===== src/rtl/agu_bitrev_gen.sv =====
// agu_bitrev_gen: NTT address generator emitting bit-reversed, radix-scaled butterfly addresses; define AGU_NAT_ORDER_EN to add the nat_order_i natural-order option
module agu_bitrev_gen #(
  parameter int D_WIDTH      = 12,
  parameter int LANES        = 8,
  parameter int IDX_BITS_MAX = 9,
  parameter int RADIX_SHIFT  = 1
) (
  input  logic                                          clk,
  input  logic                                          rst,
  input  logic                                          start_i,
  input  logic [$clog2(IDX_BITS_MAX+1)-1:0]             cfg_log_n_i,
`ifdef AGU_NAT_ORDER_EN
  input  logic                                          nat_order_i,
`endif
  output logic                                          busy_o,
  output logic                                          out_valid_o,
  input  logic                                          out_ready_i,
  output logic [IDX_BITS_MAX-1:0]                       out_j_o,
  output logic                                          out_last_o,
  output logic [LANES*(1<<RADIX_SHIFT)*D_WIDTH-1:0]     order_o,
  output logic                                          done_o
);
  localparam int R  = 1 << RADIX_SHIFT;
  localparam int LB = $clog2(LANES);
  localparam int CW = $clog2(IDX_BITS_MAX+1);
  localparam int IW = IDX_BITS_MAX;
  localparam int OW = LANES*R*D_WIDTH;

  if (IDX_BITS_MAX + RADIX_SHIFT > D_WIDTH) begin : g_width_check
    $error("agu_bitrev_gen: IDX_BITS_MAX + RADIX_SHIFT exceeds D_WIDTH");
  end

  typedef enum logic [1:0] {IDLE, RUN, DONE} state_t;
  state_t state;

  logic [CW-1:0] l_q, l_clamp, l_sel;
  logic [IW-1:0] j_sel, idx, addr;
  logic [OW-1:0] order_nxt;
  logic          last_nxt, nat_sel, accept;
`ifdef AGU_NAT_ORDER_EN
  logic          nat_q;
`endif

  // Reverse the low l bits of x; bits above l come out zero.
  function automatic logic [IW-1:0] rev_l(input logic [IW-1:0] x, input logic [CW-1:0] l);
    logic [IW-1:0] r;
    for (int b = 0; b < IW; b++) r[b] = x[IW-1-b];
    return r >> (IW - int'(l));
  endfunction

  assign accept = (state == RUN) && out_ready_i;

  // Select the config and base index of the beat about to load: fresh from the inputs in IDLE, advanced otherwise.
  always_comb begin
    l_clamp  = (cfg_log_n_i < CW'(LB)) ? CW'(LB) : (cfg_log_n_i > CW'(IW)) ? CW'(IW) : cfg_log_n_i;
    l_sel    = (state == IDLE) ? l_clamp : l_q;
    j_sel    = (state == IDLE) ? '0 : out_j_o + IW'(LANES);
`ifdef AGU_NAT_ORDER_EN
    nat_sel  = (state == IDLE) ? nat_order_i : nat_q;
`else
    nat_sel  = 1'b0;
`endif
    last_nxt = {1'b0, j_sel} == (((IW+1)'(1) << l_sel) - (IW+1)'(LANES));
  end

  // Build every member address of the next beat.
  always_comb begin
    order_nxt = '0;
    idx       = '0;
    addr      = '0;
    for (int i = 0; i < LANES; i++) begin
      idx  = j_sel + IW'(i);
      addr = nat_sel ? idx : rev_l(idx, l_sel);
      for (int m = 0; m < R; m++)
        order_nxt[(i*R+m)*D_WIDTH +: D_WIDTH] = (D_WIDTH'(addr) << RADIX_SHIFT) + D_WIDTH'(m);
    end
  end

  // Run control with registered beat outputs; beat registers move only on load or accept.
  always_ff @(posedge clk or negedge rst) begin
    if (!rst) begin
      state       <= IDLE;
      l_q         <= '0;
      busy_o      <= 1'b0;
      out_valid_o <= 1'b0;
      out_last_o  <= 1'b0;
      done_o      <= 1'b0;
      out_j_o     <= '0;
      order_o     <= '0;
`ifdef AGU_NAT_ORDER_EN
      nat_q       <= 1'b0;
`endif
    end else begin
      case (state)
        IDLE: if (start_i) begin
          state       <= RUN;
          busy_o      <= 1'b1;
          out_valid_o <= 1'b1;
          l_q         <= l_sel;
`ifdef AGU_NAT_ORDER_EN
          nat_q       <= nat_sel;
`endif
          out_j_o     <= j_sel;
          order_o     <= order_nxt;
          out_last_o  <= last_nxt;
        end
        RUN: if (accept) begin
          if (out_last_o) begin
            state       <= DONE;
            out_valid_o <= 1'b0;
            done_o      <= 1'b1;
          end else begin
            out_j_o    <= j_sel;
            order_o    <= order_nxt;
            out_last_o <= last_nxt;
          end
        end
        DONE: begin
          state  <= IDLE;
          done_o <= 1'b0;
          busy_o <= 1'b0;
        end
        default: state <= IDLE;
      endcase
    end
  end
endmodule


===== config.mk =====
export PLATFORM = sky130hd
export DESIGN_NAME = agu_bitrev_gen
export DESIGN_NICKNAME = d
export VERILOG_FILES = /design/src/rtl/agu_bitrev_gen.sv
export SDC_FILE = /design/constraint.sdc
export NUM_CORES = 1
export LEC_CHECK = 0
export CAP_MARGIN = 10
export CORE_MARGIN = 5
export CORE_UTILIZATION = 23
export CTS_BUF_LIST = sky130_fd_sc_hd__clkbuf_4 sky130_fd_sc_hd__clkbuf_8 sky130_fd_sc_hd__clkbuf_16
export CTS_CLUSTER_SIZE = 12
export DETAILED_ROUTE_END_ITERATION = 16
export HOLD_SLACK_MARGIN = 0.03
export PLACE_DENSITY = 0.44
export SLEW_MARGIN = 20
export SYNTH_ARGS = -nofsm -noshare
export SYNTH_HDL_FRONTEND = slang
export SYNTH_SLANG_ARGS = --single-unit
export TNS_END_PERCENT = 50

===== constraint.sdc =====
create_clock -name clk -period 2.75 [get_ports clk]
set_input_delay 0.6875 -clock clk [delete_from_list [all_inputs] [get_ports clk]]
set_output_delay 0.6875 -clock clk [all_outputs]
set_load 0.1 [all_outputs]

==> flow_metrics.env <==
export IMPL_drtIter0Drc=711
export IMPL_synth_area_um2=7440
export IMPL_status="complete, no violations"
export IMPL_synth_seq_cells=82
export IMPL_worstSetupEndpointType="flop"
export IMPL_fin_util=0.328
export IMPL_avgRoutedWirePerCell_um=22.0
export IMPL_grt_setup_unrepaired="true"
export IMPL_synthTopCellsByCount="buf_4, nand2_1, dfrtp_1"
export IMPL_seq_area_frac_synth=0.276
export IMPL_cpMaxStageDelayCell="clkdlybuf4s50_1"
export IMPL_diodes=0
export IMPL_required_ns=2.99
export IMPL_row_count=65
export IMPL_io_pins=213
export IMPL_antenna_found_initial=0
export IMPL_grt_remaining_overflow=0
export IMPL_cp_arrival_ns=2.98
export IMPL_r2r_end="order_o[185]"
export IMPL_path_clk_slew_ns=0.08
export IMPL_routed_via_density=5.03
export IMPL_finalCriticalPeriod_ns=2.74
export IMPL_nets=1177
export IMPL_crit_start="cfg_log_n_i[0]"
export IMPL_fp_dieH_um=190
export IMPL_finalHoldViolations=0
export IMPL_grt_max_degree=40
export IMPL_finalCritPeriodShare=0.997
export IMPL_regToRegSetupSlack_ns=0.02
export IMPL_cts_root_buffer="clkbuf_16"
export IMPL_drv_slew=0
export IMPL_crit_end="order_o[86]"
export IMPL_syn2layout_area_growth_pct=39.7
export IMPL_netlist_area_leader_share=0.276
export IMPL_max_stage_delay_ns=0.47
export IMPL_vias=7874
export IMPL_core_um2=31700
export IMPL_avgSynthCellArea_um2=8.09
export IMPL_yosysWarningCount=0
export IMPL_synthTopCellsByArea="dfrtp_1, buf_4, nand2_1"
export IMPL_die_x_um=190
export IMPL_yosysMostFrequentCell="buf_4"
export IMPL_start_util=0.235
export IMPL_synthCells=920
export IMPL_cts_buffer_depth=2
export IMPL_yosys_area_top_type="dfrtp_1"
export IMPL_synth_edf_count=0
export IMPL_max_freq_mhz=365
export IMPL_path_class="in -> reg"
export IMPL_track_usage=0.183
export IMPL_cp_max_fo=19
export IMPL_htree_num_levels=3
export IMPL_async_flop_share=1.00
export IMPL_fin_skew_ns=0.0158
export IMPL_hpwlAfterDp_mm=27.1
export IMPL_wirelength_mm=34.4
export IMPL_worstPathCellList="clkdlybuf4s50_1, or3b_4, o311ai_4, buf_6, buf_12, mux2i_1, nor2_1, a211oi_2, o31ai_2"
export IMPL_ys_flop_type="dfrtp_1"
export IMPL_ant_nets=0
export IMPL_place_gp_congestion=0.911
export IMPL_finalSetupViolations=0
export IMPL_drive_gt1_frac=0.406
export IMPL_grt_first_pass_wirelength_mm=50.5
export IMPL_worstMarginPinSlew_ns=0.956
export IMPL_reg2reg_from="state[1]"
export IMPL_slew_headroom=0.363
export IMPL_route_detailed_drc=0
export IMPL_startpoint_type="input port"
export IMPL_cap_violations=0
export IMPL_postPlaceCellArea_um2=9940
export IMPL_fin_area_um2=10400
export IMPL_dr_pass1_iters=5
export IMPL_io_buffers=172
export IMPL_grt_pass1_vias=7671
export IMPL_cts_tree="yes"
export IMPL_ys_types=76
export IMPL_worst_r2r_path_depth=10
export IMPL_clkLatencyLatePin_ns=0.36
export IMPL_cts_made_buffers=9
export IMPL_clkSinkCount=82
export IMPL_dieArea_um2=36100
export IMPL_hp_class="in -> async"
export IMPL_holdBufCountCts=0
[critical path: cells and delay by family]
| kind | cells | cell delay [ns] |
|---|---|---|
| multiplexers | 1 | 0.33 |
| AND/OR/NAND/NOR | 2 | 0.54 |
| AO/OA/AOI/OAI | 3 | 0.50 |
| buffers and inverters | 3 | 0.90 |
[per-stage QoR]
stage	hold slack (ns)	worst slack, ns	TNS [ns]	cells
floorplan	0.392	0.00258	0	959
global placement	0.487	-0.611	-19.96	1549
detailed placement	0.503	-0.574	-20.68	1549
CTS	0.301	0.0116	0	1565
global route	0.330	-0.141	-0.756	1565
finish	0.294	0.00955	0	1565
[sequential cells by signal (all words and copies together), names as in the netlist]
name,count
busy_o,1
done_o,1
l_q,4
order_o,63
out_j_o,9
out_last_o,1
out_valid_o,1
state,2
[what timing repair did]
action                                  in CTS  in global routing
buffers inserted                             0                  0
endpoints found under the setup margin      27                 29
pin swaps                                    1                  0
gates resized for setup                     17                 26
[layer usage]
metal | track usage | wire length (um) | part of all wire
met1 | 0.259 | 15800 | 0.46
met3 | 0.0312 | 2390 | 0.070
met4 | 0.0504 | 882 | 0.026
met5 | 0 | 0 | 0
met2 | 0.288 | 15300 | 0.45
[worst min-delay path by stage]
| stage | start | to | slack, ns | cells after the start |
|---|---|---|---|---|
| floorplan | rst | busy_o | 0.39 | 0 |
| global placement | done_o | done_o | 0.49 | 2 |
| detailed placement | order_o[163] | order_o[163] | 0.50 | 2 |
| CTS | rst | order_o[110] | 0.30 | 1 |
| global route | rst | order_o[110] | 0.33 | 1 |
| finish | rst | order_o[110] | 0.29 | 1 |
[layout by cell type (no fill, tap or decap), drive strengths merged, types with 7 or more instances in the layout]
cell    instances
nor2b           9
clkbuf          9
dfrtp          82
mux2i          19
and2            9
o221ai         12
a21o            8
buf           383
a211oi          9
nand2b          7
a22oi           7
nor3           32
o211ai         16
a22o           20
ha             11
o31ai          15
mux2            9
o22ai          11
o21ai          69
xnor2          28
nand2          87
nand3          28
a21oi          52
o21a            8
conb           40
a31oi           9
nor2           46
inv            12
[kinds of logic after synthesis]
kind of cell,count (synthesis),synth area share
AO/OA/AOI/OAI,294,0.275
adder cells (fa/ha/maj),11,0.0185
AND/OR/NAND/NOR,259,0.169
flip-flops,82,0.276
other,1,0.000504
XOR/XNOR,34,0.0400
buffers and inverters,210,0.179
multiplexers,29,0.0422
[area by class of cell]
class | instances | area (um^2)
Clock buffer | 9 | 225
Clock inverter | 7 | 76.3
Fill cell | 3392 | 21300
Inverter | 9 | 33.8
Multi-Input combinational cell | 667 | 4450
Sequential cell | 82 | 2070
Tap cell | 402 | 503
Timing Repair Buffer | 389 | 3040
Power is not shown: default switching activity piles up to over one toggle a cycle in this logic, so the estimate is an artifact.
